## src/rtl/imem_loader_if.sv

```systemverilog
// Byte-stream input and instruction-RAM write bus of the boot loader.
// The master side feeds the image; the slave side is the loader.
interface imem_loader_if #(
  parameter int unsigned ADDRESS_WIDTH = 32,
  parameter int unsigned DATA_WIDTH    = 32
) ();
  logic                     byte_valid;
  logic [7:0]               byte_data;
  logic                     byte_ready;
  logic                     reload;
  logic                     we;
  logic [ADDRESS_WIDTH-1:0] waddr;
  logic [DATA_WIDTH-1:0]    wdata;
  logic                     cpu_rst;
  logic                     done;
  logic                     err;

  modport master (
    output byte_valid, byte_data, reload,
    input  byte_ready, we, waddr, wdata, cpu_rst, done, err
  );

  modport slave (
    input  byte_valid, byte_data, reload,
    output byte_ready, we, waddr, wdata, cpu_rst, done, err
  );
endinterface

```

## src/rtl/imem_loader.sv

```systemverilog
// Boot-time instruction memory loader: assembles a little-endian byte stream
// (word-count header followed by words) into RAM writes, holding the CPU in reset.
module imem_loader #(
  parameter int unsigned              ADDRESS_WIDTH = 32,
  parameter int unsigned              DATA_WIDTH    = 32,
  parameter logic [ADDRESS_WIDTH-1:0] BASE_ADDR     = 32'hBFC0_0000,
  parameter int unsigned              MAX_WORDS     = 1024
) (
  input logic          clk,
  input logic          rst_n,
  imem_loader_if.slave bus
);

  typedef enum logic [1:0] {LEN = 2'd0, DATA = 2'd1, DONE = 2'd2, ERR = 2'd3} state_t;

  localparam logic [ADDRESS_WIDTH-1:0] ADDR_STEP = ADDRESS_WIDTH'(3'd4);

  state_t                   state_r, state_next_s;
  logic [1:0]               byte_cnt_r, byte_cnt_next_s;
  logic [31:0]              shift_r, shift_next_s;
  logic [31:0]              word_cnt_r, word_cnt_next_s;
  logic [31:0]              written_r, written_next_s;
  logic [ADDRESS_WIDTH-1:0] next_addr_r, next_addr_next_s;
  logic                     we_r, we_next_s;
  logic [ADDRESS_WIDTH-1:0] waddr_r, waddr_next_s;
  logic [DATA_WIDTH-1:0]    wdata_r, wdata_next_s;
  logic                     cpu_rst_r, done_r, err_r;
  logic                     done_next_s;
  logic                     accept_s;
  logic [31:0]              assembled_s;

  assign bus.byte_ready = (state_r == LEN) || (state_r == DATA);
  assign accept_s       = bus.byte_valid && bus.byte_ready;
  // First byte of a word lands in bits [7:0] after four shifts.
  assign assembled_s    = {bus.byte_data, shift_r[31:8]};

  // Next-state and next-output decode
  always_comb begin
    state_next_s     = state_r;
    byte_cnt_next_s  = byte_cnt_r;
    shift_next_s     = shift_r;
    word_cnt_next_s  = word_cnt_r;
    written_next_s   = written_r;
    next_addr_next_s = next_addr_r;
    we_next_s        = 1'b0;
    waddr_next_s     = waddr_r;
    wdata_next_s     = wdata_r;
    case (state_r)
      LEN: begin
        if (accept_s) begin
          shift_next_s    = assembled_s;
          byte_cnt_next_s = byte_cnt_r + 2'd1;
          if (byte_cnt_r == 2'd3) begin
            word_cnt_next_s = assembled_s;
            if (assembled_s == 32'd0) begin
              state_next_s = DONE;
            end else if (assembled_s > 32'(MAX_WORDS)) begin
              state_next_s = ERR;
            end else begin
              state_next_s = DATA;
            end
          end else begin
            state_next_s = LEN;
          end
        end else begin
          state_next_s = LEN;
        end
      end
      DATA: begin
        if (accept_s) begin
          shift_next_s    = assembled_s;
          byte_cnt_next_s = byte_cnt_r + 2'd1;
          if (byte_cnt_r == 2'd3) begin
            we_next_s        = 1'b1;
            wdata_next_s     = assembled_s;
            waddr_next_s     = next_addr_r;
            next_addr_next_s = next_addr_r + ADDR_STEP;
            written_next_s   = written_r + 32'd1;
            // The final write's we cycle is spent in DONE with done still low.
            if ((written_r + 32'd1) == word_cnt_r) begin
              state_next_s = DONE;
            end else begin
              state_next_s = DATA;
            end
          end else begin
            state_next_s = DATA;
          end
        end else begin
          state_next_s = DATA;
        end
      end
      DONE, ERR: begin
        if (bus.reload) begin
          state_next_s     = LEN;
          byte_cnt_next_s  = 2'd0;
          shift_next_s     = 32'd0;
          word_cnt_next_s  = 32'd0;
          written_next_s   = 32'd0;
          next_addr_next_s = BASE_ADDR;
          waddr_next_s     = BASE_ADDR;
        end else begin
          state_next_s = state_r;
        end
      end
      default: begin
        state_next_s = LEN;
      end
    endcase
  end

  assign done_next_s = (state_next_s == DONE) && !we_next_s;

  // State, datapath and registered outputs
  always_ff @(posedge clk or negedge rst_n) begin
    if (!rst_n) begin
      state_r     <= LEN;
      byte_cnt_r  <= 2'd0;
      shift_r     <= 32'd0;
      word_cnt_r  <= 32'd0;
      written_r   <= 32'd0;
      next_addr_r <= BASE_ADDR;
      we_r        <= 1'b0;
      waddr_r     <= BASE_ADDR;
      wdata_r     <= '0;
      cpu_rst_r   <= 1'b1;
      done_r      <= 1'b0;
      err_r       <= 1'b0;
    end else begin
      state_r     <= state_next_s;
      byte_cnt_r  <= byte_cnt_next_s;
      shift_r     <= shift_next_s;
      word_cnt_r  <= word_cnt_next_s;
      written_r   <= written_next_s;
      next_addr_r <= next_addr_next_s;
      we_r        <= we_next_s;
      waddr_r     <= waddr_next_s;
      wdata_r     <= wdata_next_s;
      cpu_rst_r   <= !done_next_s;
      done_r      <= done_next_s;
      err_r       <= (state_next_s == ERR);
    end
  end

  assign bus.we      = we_r;
  assign bus.waddr   = waddr_r;
  assign bus.wdata   = wdata_r;
  assign bus.cpu_rst = cpu_rst_r;
  assign bus.done    = done_r;
  assign bus.err     = err_r;

endmodule

```

## src/flat_wrapper.sv

```systemverilog
// flat-port wrapper written by rule: the top's interface ports become plain ports
module imem_loader_flat 
#(
  parameter int unsigned              ADDRESS_WIDTH = 32,
  parameter int unsigned              DATA_WIDTH    = 32,
  parameter logic [ADDRESS_WIDTH-1:0] BASE_ADDR     = 32'hBFC0_0000,
  parameter int unsigned              MAX_WORDS     = 1024
)
  (clk, rst_n, bus_byte_valid, bus_byte_data, bus_reload, bus_byte_ready, bus_we, bus_waddr, bus_wdata, bus_cpu_rst, bus_done, bus_err);
  imem_loader_if #(.ADDRESS_WIDTH(ADDRESS_WIDTH), .DATA_WIDTH(DATA_WIDTH)) bus_i ();
  input logic clk;
  input logic rst_n;
  input wire logic [$bits(bus_i.byte_valid)-1:0] bus_byte_valid;
  input wire logic [$bits(bus_i.byte_data)-1:0] bus_byte_data;
  input wire logic [$bits(bus_i.reload)-1:0] bus_reload;
  output wire logic [$bits(bus_i.byte_ready)-1:0] bus_byte_ready;
  output wire logic [$bits(bus_i.we)-1:0] bus_we;
  output wire logic [$bits(bus_i.waddr)-1:0] bus_waddr;
  output wire logic [$bits(bus_i.wdata)-1:0] bus_wdata;
  output wire logic [$bits(bus_i.cpu_rst)-1:0] bus_cpu_rst;
  output wire logic [$bits(bus_i.done)-1:0] bus_done;
  output wire logic [$bits(bus_i.err)-1:0] bus_err;
  assign bus_i.byte_valid = bus_byte_valid;
  assign bus_i.byte_data = bus_byte_data;
  assign bus_i.reload = bus_reload;
  assign bus_byte_ready = bus_i.byte_ready;
  assign bus_we = bus_i.we;
  assign bus_waddr = bus_i.waddr;
  assign bus_wdata = bus_i.wdata;
  assign bus_cpu_rst = bus_i.cpu_rst;
  assign bus_done = bus_i.done;
  assign bus_err = bus_i.err;
  imem_loader #(.ADDRESS_WIDTH(ADDRESS_WIDTH), .DATA_WIDTH(DATA_WIDTH), .BASE_ADDR(BASE_ADDR), .MAX_WORDS(MAX_WORDS)) u_core (.clk(clk), .rst_n(rst_n), .bus(bus_i));
endmodule
```

## config.mk

```make
export PLATFORM = sky130hd
export DESIGN_NAME = imem_loader_flat
export DESIGN_NICKNAME = d
export VERILOG_FILES = /design/src/rtl/imem_loader_if.sv /design/src/rtl/imem_loader.sv /design/src/flat_wrapper.sv
export SDC_FILE = /design/constraint.sdc
export NUM_CORES = 1
export LEC_CHECK = 0
export ABC_AREA = 1
export CAP_MARGIN = 20
export CORE_MARGIN = 4
export CORE_UTILIZATION = 25
export CTS_CLUSTER_SIZE = 16
export DETAILED_ROUTE_END_ITERATION = 8
export MAX_ROUTING_LAYER = met4
export SYNTH_ARGS = -nofsm -noshare
export SYNTH_HDL_FRONTEND = slang
export SYNTH_SLANG_ARGS = --single-unit
```

## constraint.sdc

```tcl
create_clock -name clk -period 2.55 [get_ports clk]
set_input_delay 0.765 -clock clk [delete_from_list [all_inputs] [get_ports clk]]
set_output_delay 0.765 -clock clk [all_outputs]
set_load 0.02 [all_outputs]
```

==> results.yml <==
outcome:
  status: "finished clean"
worst_setup_path:
  r2r-end: "u_core.bus.err$_DFF_PN0_"
  path_max_fanout: 2
  crit_family: "buffers and inverters"
  critPathLaunchType: "flip-flop"
  critPathBufInv: 1
  worstPathRequired_ns: 1.79
  slowest_delay_ns: 0.65
  cp_cell_sequence: "clkdlybuf4s50_1"
  crit_arrival_ns: 1.62
  r2r-start: "u_core.written_r[1]$_DFFE_PN0P_"
  r2r_cells: 17
  cp-end-kind: "primary output"
  path_class: "flip-flop to primary output"
  crit_start: "u_core.bus.waddr[22]$_DFFE_PN1P_"
  r2r_slack_ns: 0.18
  cp_slowest_cell: "clkdlybuf4s50_1"
route:
  antenna_left: 0
  vias_per_cell: 4.72
  wl_met3_um: 1930
  totalWireLength_um: 26700
  drc: 0
  dr.max_layer_used: "met4"
  wl_met1_um: 13100
  wl_per_cell_um: 15.7
  first_iter_violations: 607
  wl_met2_um: 11300
  num_vias: 8044
  first_pass_iters: 5
sta:
  fmax_ghz: 0.420
  rsz0062_at_grt: "no"
  finalCritPeriodShare_pct: 93.4
  worst_pin_slew_ns: 0.634
  report.final.slew_viol_count: 0
  slew_headroom_pct: 57.7
  skew_ns: 0.0127
  fin_crit_ns: 2.38
  setup_viol: 0
  hold_violations: 0
  finalSetupTns_ns: 0
pwr:
  power.density_nw_per_um2: 833
  ir_worst_vdd_mv: 0.590
  total_power_mw: 9.49
  leakage_nw: 4.99
floorplan:
  fp.dieH_um: 199
  core_sq_um: 35800
  rows: 69
  io_pins: 81
  die-area_sq_um: 39700
  die_w_um: 199
  start_util_pct: 25.6
yosys:
  synth-compound-area-share_pct: 12.2
  synthAdderAreaFrac_pct: 0.410
  synth_edf_count: 0
  synthesis.area_sq_um: 9160
  yosysUniqueCellTypes: 46
  synth_top_family_by_area: "simple AND/OR/NAND/NOR gates"
  synth_mux_area_share_pct: 0
  syn-mean-instance-area_sq_um: 8.13
  synth_cells: 1126
  synth-simple-area-share_pct: 26.8
  ys.flop_type: "dfrtp_1"
  synthArstFlopShare_pct: 100
  yosysWarnings: 0
  synth_seq_area_share_pct: 51.6
  ys_ff_latch: 188
  synth_xor_area_share_pct: 1.11
clocking:
  clkTransAtPathRegs_ns: 0.08
  clkSinkCount: 188
  ctsRootBufferMaster: "clkbuf_16"
  h-tree-depth: 4
  insertion_delay_ns: 0.44
  postCtsHoldBufs: 0
  clk_path_buf_depth: 2
  cts_buffers: 17
  cts_tree: "built"
grt:
  grt_max_degree: 78
  antenna_found_initial: 0
  grt_pass1_wl_um: 42700
  track_usage_pct: 13.9
  grt_pass1_vias: 7858
  grt_remaining_overflow: 0
cells_and_area:
  mostFrequentLayoutCells: "289 x nand2_1, 168 x dfrtp_1, 144 x inv_1"
  antenna-diode-count: 0
  multiInputGateArea_sq_um: 3730
  fin_nets: 1247
  fill_cells: 3743
  regArea_sq_um: 4730
  areaGrowthSynthToFinish_pct: 24.5
  drive_gt1_share_pct: 11.2
  final_common_cell: "nand2_1"
worst_hold_path:
  hold_class: "input port to asynchronous set/reset pin"
flow_run:
  drv_cap: 0
placement:
  place_hpwl_um: 19400
  place_congestion: 0.886
  placement.io_buffers: 78
-- state kept, by name (all words and copies together), names as in the netlist, 2 cells and up --
signal / flops
u_core.bus.waddr: 30
u_core.bus.wdata: 32
u_core.byte_cnt_r: 2
u_core.next_addr_r: 30
u_core.shift_r: 24
u_core.state_r: 2
u_core.word_cnt_r: 32
u_core.written_r: 32
-- final cells by class --
type                            count  area share [%]
Sequential cell                   188            41.5
Multi-Input combinational cell    753            32.7
Timing Repair Buffer              122            10.4
Tap cell                          461            5.06
Inverter                          150            4.96
Clock buffer                       17            3.73
Clock inverter                     15            1.57
-- layer usage --
metal  up-vias  track usage [%]
met5         -                -
met4         0             3.04
met3        22             3.64
met2       251             19.6
met1      3861             20.1
li1       3910                -
-- worst max-delay path by stage --
| stage | endpoint | slack, ns | cells after the start |
|---|---|---|---|
| final | bus_waddr[22] | 0.17 | 1 |
| after global routing | u_core.bus.err$_DFF_PN0_ | 0.002 | 16 |
| after CTS | u_core.bus.err$_DFF_PN0_ | 0.09 | 17 |
| after detailed placement | u_core.next_addr_r[18]$_DFFE_PN0P_ | -0.22 | 14 |
| after global placement | u_core.next_addr_r[26]$_DFFE_PN1P_ | -0.13 | 16 |
| after floorplan | u_core.next_addr_r[26]$_DFFE_PN1P_ | 0.37 | 15 |
-- Yosys cell counts, types with 4 or more instances --
cell type | number | area share, %
xor2_1 | 8 | 0.77
nand2_1 | 290 | 12
nor2_2 | 6 | 0.41
o21ai_0 | 83 | 4.5
inv_2 | 4 | 0.16
dfstp_2 | 19 | 5.5
nand2_4 | 4 | 0.49
buf_1 | 4 | 0.16
o21ai_1 | 4 | 0.22
nor2_4 | 9 | 1.1
nor3_1 | 11 | 0.60
nand2_2 | 7 | 0.48
nor4_1 | 7 | 0.48
nand4_1 | 14 | 0.96
inv_1 | 144 | 5.9
nand3_1 | 88 | 4.8
clkbuf_1 | 29 | 1.2
nor2_1 | 90 | 3.7
o22ai_1 | 75 | 5.1
a21oi_1 | 25 | 1.4
dfrtp_1 | 169 | 46
-- per-stage QoR --
stage	cells	utilization (%)	hold WS [ns]	setup slack, ns	cell area [sq um]
after floorplan	1127	-	0.467	0.369	9160
after global placement	1673	30.1	0.466	-0.127	10800
after detailed placement	1673	30.1	0.474	-0.219	10800
after CTS	1705	31.7	0.363	0.0925	11400
after global routing	1706	31.8	0.377	0.00163	11400
final	1706	31.8	0.343	0.169	11400
-- cell families after synthesis --
family | count (synthesis)
and+or+nand+nor | 540
AOI/OAI and AO/OA | 198
DFF | 188
buffers and inverters | 186
xor gates and xnor gates | 10
adders and majority gates | 3
other | 1
-- power by group --
group	switching (mW)	internal, mW	leakage (nW)
clock	1.34	1.41	0.294
combinational	1.84	1.02	2.18
sequential	0.323	3.57	2.52
-- repair_timing --
action,CTS,global route
endpoints found under the setup margin,1,5
buffers inserted,0,1
pin swaps,0,1
resized for setup,1,6
Note: power is estimated with default switching activity, not from simulation.
